**src/rtl/pe_accumulator.sv**
```systemverilog
// Saturating dot-product accumulator: sums N_TERMS unsigned 16-bit products per group
// and presents each group result through a one-entry output register.
module pe_accumulator #(
  parameter int N_TERMS = 8,
  parameter int ACC_W   = 24,
  localparam int CNT_W  = (N_TERMS > 1) ? $clog2(N_TERMS) : 1
) (
  input  logic             clk,
  input  logic             rst,
  input  logic             clear,
  input  logic             prod_valid,
  input  logic [15:0]      prod_in,
  output logic             prod_ready,
  output logic             sum_valid,
  input  logic             sum_ready,
  output logic [ACC_W-1:0] sum_out,
  output logic             sum_sat
);

  logic [ACC_W-1:0] acc;
  logic [CNT_W-1:0] cnt;
  logic             sat_acc;

  logic             last;
  logic             accept;
  logic [ACC_W:0]   sum_ext;
  logic             ovf;
  logic [ACC_W-1:0] nxt;

  // Handshake: a transfer happens on a rising edge where valid && ready.
  // prod_ready never looks at prod_valid; only the final term of a group can
  // stall, and only while an undrained result still occupies the output register.
  assign last       = (cnt == CNT_W'(N_TERMS - 1));
  assign prod_ready = !clear && !(last && sum_valid && !sum_ready);
  assign accept     = prod_valid && prod_ready;

  assign sum_ext = {1'b0, acc} + (ACC_W + 1)'(prod_in);
  assign ovf     = sum_ext[ACC_W];
  assign nxt     = ovf ? {ACC_W{1'b1}} : sum_ext[ACC_W-1:0];

  always_ff @(posedge clk) begin
    if (rst) begin
      acc       <= '0;
      cnt       <= '0;
      sat_acc   <= 1'b0;
      sum_valid <= 1'b0;
      sum_out   <= '0;
      sum_sat   <= 1'b0;
    end else begin
      if (clear) begin
        acc     <= '0;
        cnt     <= '0;
        sat_acc <= 1'b0;
      end else if (accept) begin
        if (last) begin
          acc     <= '0;
          cnt     <= '0;
          sat_acc <= 1'b0;
          sum_out <= nxt;
          sum_sat <= sat_acc | ovf;
        end else begin
          acc     <= nxt;
          cnt     <= cnt + CNT_W'(1);
          sat_acc <= sat_acc | ovf;
        end
      end

      // A new result loading in the same cycle as a drain keeps valid high.
      if (accept && last) begin
        sum_valid <= 1'b1;
      end else if (sum_ready) begin
        sum_valid <= 1'b0;
      end
    end
  end

endmodule

```
**config.mk**
```make
export PLATFORM = sky130hd
export DESIGN_NAME = pe_accumulator
export DESIGN_NICKNAME = d
export VERILOG_FILES = /design/src/rtl/pe_accumulator.sv
export SDC_FILE = /design/constraint.sdc
export NUM_CORES = 1
export LEC_CHECK = 0
export ABC_CLOCK_PERIOD_IN_PS = 3800
export BUFFER_PORTS_ARGS = -buffer_cell sky130_fd_sc_hd__buf_2
export CORE_UTILIZATION = 57
export CTS_CLUSTER_DIAMETER = 50
export DETAILED_ROUTE_END_ITERATION = 12
export PLACE_DENSITY = 0.8
export SYNTH_ARGS = -nofsm -noshare
export SYNTH_HDL_FRONTEND = slang
export SYNTH_SLANG_ARGS = --single-unit
```
**constraint.sdc**
```tcl
create_clock -name clk -period 3.8 [get_ports clk]
set_input_delay 0.57 -clock clk [delete_from_list [all_inputs] [get_ports clk]]
set_output_delay 0.57 -clock clk [all_outputs]
set_load 0.02 [all_outputs]
```
==> results.json, run 1 <==
{
  "status": "completed",
  "hp-start": "acc[10]$_SDFFE_PP0P_",
  "ys_warn_count": 0,
  "synth_compound_area_share_pct": 24.8,
  "syn2layout_area_growth_pct": 13.0,
  "synth.most_common_cell": "dfxtp_1",
  "ir_worst_vdd_mv": 0.151,
  "yosys.area.top_type_share_pct": 35.9,
  "dp_slack_ns": 0.279,
  "die_h_microns": 74.7,
  "start_kind": "input port",
  "rrSetupSlack_ns": 0.58,
  "hold_end": "acc[10]$_SDFFE_PP0P_",
  "r2r_cells": 9,
  "syn_area_per_cell_sq_um": 8.06,
  "clockBufferDepth": 2,
  "synth_seq_cells": 54,
  "timing.hold.ws_ns": 0.465,
  "muxShareOfSynthArea_pct": 0.664,
  "place_congestion": 0.878,
  "grt_max_degree": 30,
  "viasPerCell": 5.84,
  "end_kind": "flop",
  "cts_buffers": 5,
  "holdBufCountCts": 0,
  "max-cap-violations": 0,
  "worst-endpoint-arrival_ns": 3.43,
  "clk_latency_ns": 0.32,
  "setup_viol": 0,
  "overflow": 0,
  "worstReg2RegStart": "acc[0]$_SDFFE_PP0P_",
  "num-nets-final": 455,
  "io_buffers": 47,
  "dieArea_sq_um": 5580,
  "num_antenna_cells": 0,
  "hp-class": "reg2reg",
  "drive_above_1_share_pct": 17.1,
  "cts_setup_buffers": 0,
  "pin_count": 48,
  "drt_iter0_drc": 242,
  "clkSlewWorstSetupHoldPaths_ns": 0.11,
  "drtAntennaViolNets": 0,
  "h-tree-depth": 2,
  "synth_cell_types": 52,
  "num_rows": 26,
  "holdPathStages": 1,
  "r2r_end": "sum_out[21]$_SDFFE_PP0P_",
  "netlist_area_sq_um": 3010,
  "remaining_drc_errors": 0,
  "async_flop_share_pct": 0,
  "p_total_mw": 1.09,
  "hold_violations": 0,
  "yosysTopAreaCell": "dfxtp_1",
  "clock_skew_ns": 0.0129,
  "clockRootBuffer": "clkbuf_8",
  "fmax_mhz": 309,
  "first_global_vias": 2527,
  "worst_slack_ns": 0.559,
  "vias": 2837,
  "ys_seq_area_share_pct": 35.9,
  "die_w_microns": 74.7,
  "grt_pass1_wl_microns": 11700,
  "synth_common_cells": "54 x dfxtp_1, 52 x nor2_1, 36 x nand2_1",
  "wl_per_cell_microns": 14.9,
  "core_sq_um": 5110,
  "worstPathMaxFanout": 22,
  "worstSetupPathType": "in2reg",
  "tns_ns": 0,
  "ys.flop_type": "dfxtp_1",
  "synth_fa_ha_area_share_pct": 8.14,
  "finalCritPeriodShare_pct": 85.3,
  "ys_top_cells_by_area": "dfxtp_1 36%, ha_1 7.5%, nor2_1 6.5%",
  "drv_slew": 0,
  "fillers": 451,
  "synth_nets": 414,
  "synthSimpleGateAreaFrac_pct": 22.3,
  "timing.final.crit_period_ns": 3.24,
  "cts_sinks": 54,
  "initial_utilization_pct": 59.0,
  "cts_resized": 0,
  "slew_headroom_pct": 42.3,
  "power_density_nw_per_um2": 321,
  "synth_cells": 374,
  "rsz0062_at_grt": "false",
  "wl_microns": 7220,
  "dp_hpwl_microns": 5080,
  "p_leak_nw": 1.42,
  "cts_tree": "built",
  "grt_usage_pct": 27.7,
  "critPathRequiredTime_ns": 3.99,
  "synth_xor_area_share_pct": 4.65,
  "design_area_sq_um": 3410,
  "synth_top_family_by_area": "compound AO/OA/AOI/OAI gates",
  "antenna_found_initial": 0,
  "first_pass_iters": 4,
  "synth_edf_count": 0,
  "placed_area_sq_um": 3290,
  "tightest_slew_ns": 0.866
}
[cell families (layout without fill, tap and decap cells)]
logic type	after synthesis	in the layout
mux	2	2
xor+xnor	16	16
compound gates	115	115
simple gates	143	143
buf+inv	25	67
fa+ha+maj	19	19
flops	54	54
[through the flow]
stage | std cells | util (%)
final | 486 | 66.7
after CTS | 486 | 66.7
after detailed placement | 478 | 64.4
after global routing | 486 | 66.7
after global placement | 478 | 64.4
after floorplan | 374 | -
[layout make-up]
| class | count | area [sq um] | share of cell area (%) |
|---|---|---|---|
| inverter | 8 | 30.0 | 0.882 |
| sequential | 54 | 1080 | 31.7 |
| timing repair buffer | 51 | 265 | 7.79 |
| tap | 70 | 87.6 | 2.57 |
| clock buffer | 5 | 68.8 | 2.02 |
| clock inverter | 3 | 47.5 | 1.40 |
| multi-input combinational | 295 | 1830 | 53.6 |
[power breakdown]
part           switching [mW]  internal (mW)
Clock                   0.202          0.200
Combinational          0.0722         0.0461
Sequential            0.00279          0.570
Total                   0.277          0.816
[metal layers]
| metal | share of wire [%] | vias up | routed length [microns] | track usage (%) |
|---|---|---|---|---|
| li1 | - | 1431 | - | - |
| met1 | 46 | 1296 | 3340 | 36.5 |
| met2 | 46 | 95 | 3330 | 46.2 |
| met3 | 5.6 | 15 | 404 | 4.28 |
| met4 | 2.1 | 0 | 150 | 9.85 |
| met5 | 0 | - | 0 | 0 |
[cells in the final DEF (no fill, tap or decap), drive strengths merged, types with 6 or more instances in the layout]
| cell type | n |
|---|---|
| nor3 | 20 |
| a31oi | 6 |
| nor2 | 55 |
| o21ai | 27 |
| a211oi | 20 |
| nand2 | 36 |
| dfxtp | 54 |
| ha | 18 |
| buf | 51 |
| xnor2 | 11 |
| inv | 9 |
| a21oi | 31 |
[how the worst max path moves through the flow]
| stage | cells past startpoint | from | slack [ns] | to |
|---|---|---|---|---|
| 2_1_floorplan | 11 | prod_in[0] | 0.90 | sum_out[10]$_SDFFE_PP0P_ |
| 3_3_place_gp | 10 | prod_in[0] | 0.34 | sum_out[21]$_SDFFE_PP0P_ |
| 3_5_place_dp | 10 | prod_in[0] | 0.28 | sum_out[21]$_SDFFE_PP0P_ |
| 4_1_cts | 10 | prod_in[0] | 0.62 | sum_out[21]$_SDFFE_PP0P_ |
| 5_1_grt | 9 | acc[0]$_SDFFE_PP0P_ | 0.35 | sum_out[23]$_SDFFE_PP0P_ |
| 6_report | 10 | prod_in[0] | 0.56 | sum_out[21]$_SDFFE_PP0P_ |
[worst max-delay path, stage by stage]
cell       delay, ns
buf_2           0.10
ha_1            0.24
fa_1            0.44
a211oi_1        0.34
nor4_1          0.10
o21a_1          0.21
o31a_1          0.42
and2b_1         0.52
nor3_1          0.39
a2111oi_2       0.11
[flip-flops by register name, summed over array words and instances (netlist names)]
signal     cells
acc           24
cnt            3
sat_acc        1
sum_out       24
sum_sat        1
sum_valid      1
(Power assumes the default switching activity.)
==> run 2, diff against run 1 <==
--- a/config.mk
+++ b/config.mk
@@ -7,6 +7,7 @@
 export LEC_CHECK = 0
 export ABC_CLOCK_PERIOD_IN_PS = 3800
 export BUFFER_PORTS_ARGS = -buffer_cell sky130_fd_sc_hd__buf_2
+export CORE_ASPECT_RATIO = 2
 export CORE_UTILIZATION = 57
 export CTS_CLUSTER_DIAMETER = 50
 export DETAILED_ROUTE_END_ITERATION = 12
==> results.json, run 2 (synthesized netlist as in run 1, its figures left out) <==
{
  "end_kind": "flop",
  "cts_tree": "built",
  "grt_max_degree": 40,
  "rrSetupSlack_ns": 0.91,
  "fillers": 463,
  "power_density_nw_per_um2": 343,
  "place_congestion": 0.904,
  "worstReg2RegStart": "acc[0]$_SDFFE_PP0P_",
  "p_leak_nw": 1.44,
  "wl_per_cell_microns": 16.5,
  "r2r_cells": 10,
  "pin_count": 48,
  "vias": 2923,
  "remaining_drc_errors": 0,
  "p_int_uw": 898,
  "mostFrequentLayoutCell": "dfxtp_1",
  "clk_latency_ns": 0.33,
  "antenna_found_initial": 0,
  "start_kind": "input port",
  "timing.final.crit_period_ns": 2.93,
  "cts_resized": 0,
  "r2r_end": "sum_out[23]$_SDFFE_PP0P_",
  "most-common-layout-cells": "54 x dfxtp_1, 52 x nor2_1, 47 x buf_2",
  "worst-endpoint-arrival_ns": 3.12,
  "slew_headroom_pct": 58.2,
  "worstPathMaxFanout": 9,
  "hp-start": "acc[5]$_SDFFE_PP0P_",
  "switching_share_pct": 23.7,
  "drt_iter0_drc": 106,
  "viasPerCell": 6.14,
  "comb_power_share_pct": 10.3,
  "reg_top3": "acc (24), sum_out (24), cnt (3)",
  "tightest_slew_ns": 0.627,
  "worstSetupPathType": "in2reg",
  "status": "completed",
  "hp-class": "reg2reg",
  "p_total_mw": 1.18,
  "clockBufferDepth": 2,
  "max-cap-violations": 0,
  "finalCritPeriodShare_pct": 77.2,
  "initial_utilization_pct": 59.2,
  "power_switching_uw": 280,
  "clock_skew_ns": 0.0122,
  "dieArea_sq_um": 5600,
  "num_rows": 37,
  "sequentialPowerShare_pct": 48.7,
  "setup_viol": 0,
  "die_h_microns": 105,
  "ir_worst_vdd_mv": 0.338,
  "hold_violations": 0,
  "holdPathStages": 2,
  "cts_setup_buffers": 0,
  "cts_buffers": 5,
  "num_antenna_cells": 0,
  "clkPwrFrac_pct": 41.0,
  "io_buffers": 47,
  "die_w_microns": 53.4,
  "drv_slew": 0,
  "first_global_vias": 3019,
  "clkSlewWorstSetupHoldPaths_ns": 0.10,
  "tns_ns": 0,
  "syn2layout_area_growth_pct": 13.9,
  "critPathRequiredTime_ns": 3.98,
  "holdBufCountCts": 0,
  "rsz0062_at_grt": "false",
  "dp_hpwl_microns": 5720,
  "grt_usage_pct": 31.2,
  "core_sq_um": 5090,
  "cts_sinks": 54,
  "fin_util_pct": 67.4,
  "drtAntennaViolNets": 0,
  "clockRootBuffer": "clkbuf_8",
  "fmax_mhz": 341,
  "wl_microns": 7870,
  "h-tree-depth": 2,
  "grt_pass1_wl_microns": 13000,
  "drive_above_1_share_pct": 17.5,
  "num-nets-final": 457,
  "first_pass_iters": 5,
  "hold_end": "acc[5]$_SDFFE_PP0P_",
  "overflow": 0
}
## run 2: cell types whose count changed in the layout (fill, tap and decap cells not counted), sizes merged
cell	previous run	this run
bufinv	1	2
inv	9	8
buf	51	53
clkinv	1	0
clkbuf	5	6
## run 2: final cells by class
type / instances / area (sq um) / area share (%)
clock buffers: 6 / 82.6 / 2.41
clock inverters: 2 / 60.1 / 1.75
inverters: 8 / 30.0 / 0.875
multi-input cells: 295 / 1830 / 53.2
flip-flops and latches: 54 / 1080 / 31.5
well taps: 58 / 72.6 / 2.11
repair buffers: 53 / 280 / 8.17
## run 2: metal layers
layer / global-route usage [%] / wire length, microns / vias up
li1: - / - / 1432
met1: 29.5 / 2750 / 1360
met2: 55.9 / 4420 / 101
met3: 5.82 / 383 / 30
met4: 20.7 / 322 / 0
met5: 0 / 0 / -
## run 2: critical path, cell delays in order
cell and delay (ns):
buf_2 0.10, ha_1 0.23, fa_1 0.43, a211oi_1 0.35
nor4_1 0.09, o21a_1 0.21, o31a_1 0.32, and2b_1 0.27
buf_4 0.21, nor3_1 0.23, a2111oi_2 0.11
## run 2: worst max path at each step
stage                           from                        to  slack, ns  cells after the start
after floorplan           prod_in[0]  sum_out[10]$_SDFFE_PP0P_       0.90                     11
after global placement    prod_in[0]  sum_out[21]$_SDFFE_PP0P_       0.59                     11
after detailed placement  prod_in[0]  sum_out[23]$_SDFFE_PP0P_       0.53                     11
after CTS                 prod_in[0]  sum_out[23]$_SDFFE_PP0P_       0.86                     11
after global routing      prod_in[0]  sum_out[21]$_SDFFE_PP0P_       0.69                     11
final                     prod_in[0]  sum_out[23]$_SDFFE_PP0P_       0.87                     11
## run 2: metrics by stage
stage	hold slack (ns)	setup slack [ns]	instance area (sq um)	instances
floorplan	0.429	0.897	3010	374
global placement	0.439	0.593	3290	468
detailed placement	0.450	0.527	3290	468
CTS	0.467	0.865	3430	476
global route	0.489	0.687	3430	476
finish	0.467	0.867	3430	476
## run 2: power groups by stage
| stage | Sequential (mW) | Clock, mW | Combinational [mW] |
|---|---|---|---|
| global route | 0.574 | 0.504 | 0.133 |
| global placement | 0.586 | 0 | 0.115 |
| detailed placement | 0.586 | 0 | 0.118 |
| CTS | 0.573 | 0.484 | 0.119 |
| finish | 0.573 | 0.483 | 0.121 |
| floorplan | 0.585 | 0 | 0.0842 |
==> run 3, diff against run 2 <==
--- a/config.mk
+++ b/config.mk
@@ -5,7 +5,7 @@
 export SDC_FILE = /design/constraint.sdc
 export NUM_CORES = 1
 export LEC_CHECK = 0
-export ABC_CLOCK_PERIOD_IN_PS = 3800
+export ABC_CLOCK_PERIOD_IN_PS = 3000
 export BUFFER_PORTS_ARGS = -buffer_cell sky130_fd_sc_hd__buf_2
 export CORE_ASPECT_RATIO = 2
 export CORE_UTILIZATION = 57
==> constraint.sdc (replaced) <==
create_clock -name clk -period 3 [get_ports clk]
set_input_delay 0.45 -clock clk [delete_from_list [all_inputs] [get_ports clk]]
set_output_delay 0.45 -clock clk [all_outputs]
set_load 0.02 [all_outputs]
==> results.json, run 3 (synthesized netlist as in run 1, its figures left out) <==
{
  "worstPathMaxFanout": 8,
  "cts_sinks": 54,
  "dieArea_sq_um": 5600,
  "remaining_drc_errors": 0,
  "clockRootBuffer": "clkbuf_8",
  "antenna_found_initial": 0,
  "drtAntennaViolNets": 0,
  "cts_resized": 0,
  "grt_pass1_wl_microns": 12700,
  "most-common-layout-cells": "54 x dfxtp_1, 52 x nor2_1, 47 x buf_2",
  "p_leak_nw": 1.45,
  "fin_cells": 481,
  "vias": 2931,
  "end_kind": "flop",
  "initial_utilization_pct": 59.2,
  "dp_hpwl_microns": 5600,
  "cts_tree": "built",
  "hp-class": "in2reg",
  "worst-endpoint-arrival_ns": 2.92,
  "tns_ns": 0,
  "tightest_slew_ns": 0.623,
  "p_int_uw": 956,
  "reg_top3": "acc (24), sum_out (24), cnt (3)",
  "timing.hold.ws_ns": 0.391,
  "start_kind": "flop",
  "placed_area_sq_um": 3330,
  "fmax_mhz": 366,
  "cts_setup_buffers": 0,
  "fillers": 472,
  "holdPathStages": 3,
  "num-nets-final": 462,
  "sequentialPowerShare_pct": 54.5,
  "clkPwrFrac_pct": 33.9,
  "setup_viol": 0,
  "num_rows": 37,
  "p_total_mw": 1.33,
  "overflow": 0,
  "drv_slew": 0,
  "wl_microns": 7600,
  "comb_power_share_pct": 11.6,
  "switching_share_pct": 28.1,
  "finalCritPeriodShare_pct": 91.0,
  "clkSlewWorstSetupHoldPaths_ns": 0.11,
  "power_density_nw_per_um2": 388,
  "first_pass_iters": 5,
  "rsz0062_at_grt": "false",
  "grt_usage_pct": 30.5,
  "status": "completed",
  "first_global_vias": 2916,
  "pin_count": 48,
  "core_sq_um": 5090,
  "timing.final.crit_period_ns": 2.73,
  "h-tree-depth": 2,
  "die_w_microns": 53.4,
  "clockBufferDepth": 2,
  "holdBufCountCts": 0,
  "grt_max_degree": 30,
  "io_buffers": 47,
  "mostFrequentLayoutCell": "dfxtp_1",
  "place_congestion": 0.886,
  "design_area_sq_um": 3420,
  "cts_buffers": 5,
  "viasPerCell": 6.09,
  "ir_worst_vdd_mv": 0.552,
  "wl_per_cell_microns": 15.8,
  "die_h_microns": 105,
  "post-place-cells": 473,
  "slew_headroom_pct": 58.5,
  "clk_latency_ns": 0.33,
  "max-cap-violations": 0,
  "worstSetupPathType": "reg2reg",
  "clock_skew_ns": 0.0112,
  "hold_violations": 0,
  "syn2layout_area_growth_pct": 13.7,
  "r2r_cells": 10,
  "drt_iter0_drc": 63,
  "drive_above_1_share_pct": 18.4,
  "critPathRequiredTime_ns": 3.19,
  "num_antenna_cells": 0,
  "power_switching_uw": 374
}
==> run 3: changes by cell type in the layout (fill, tap and decap cells not counted) <==
cell,delta
clkinv_4,+2
inv_8,+1
bufinv_16,-2
buf_4,+5
clkbuf_8,-1
==> run 3: stage by stage <==
step	setup slack (ns)	util, %
6_report	0.269	67.2
5_1_grt	0.0541	67.2
4_1_cts	0.269	67.2
3_5_place_dp	0.0259	65.3
3_3_place_gp	0.0851	65.3
2_1_floorplan	0.217	-
==> run 3: final timing paths <==
path                            slack, ns                 from                       to
worst max-delay path                 0.27  acc[0]$_SDFFE_PP0P_  sum_out[8]$_SDFFE_PP0P_
worst min-delay path                 0.39            sum_ready   sum_valid$_SDFFE_PP0P_
worst max register to register       0.27  acc[0]$_SDFFE_PP0P_  sum_out[8]$_SDFFE_PP0P_
worst min register to register       0.47  acc[5]$_SDFFE_PP0P_      acc[5]$_SDFFE_PP0P_
==> run 3: worst max-delay path: stages, from the launching register on <==
cell      delay (ns)
dfxtp_1         0.33
ha_1            0.20
fa_1            0.39
a211oi_1        0.33
nor4_1          0.10
o21a_1          0.20
o31a_1          0.30
and2b_1         0.26
buf_4           0.21
a21oi_1         0.17
a211oi_1        0.10
==> run 3: cell type report <==
type	count	area, sq um	area share, %
flip-flops and latches	54	1080	31.6
well taps	58	72.6	2.12
clock inverters	3	28.8	0.840
repair buffers	58	318	9.28
multi-input cells	295	1830	53.3
clock buffers	5	68.8	2.01
inverters	8	30.0	0.877
==> run 3: power groups by stage <==
stage | clock network (mW) | registers, mW | logic [mW]
detailed placement | 0 | 0.742 | 0.149
global route | 0.477 | 0.727 | 0.170
global placement | 0 | 0.742 | 0.146
floorplan | 0 | 0.741 | 0.107
finish | 0.451 | 0.726 | 0.154
CTS | 0.454 | 0.726 | 0.152
==> run 3: per-layer routing <==
metal | share of wire [%] | up-vias | GRT usage, %
met1 | 37 | 1385 | 30.0
met4 | 3.9 | 0 | 18.0
met5 | 0 | - | 0
met3 | 3.7 | 23 | 5.09
met2 | 55 | 84 | 54.9
li1 | - | 1439 | -
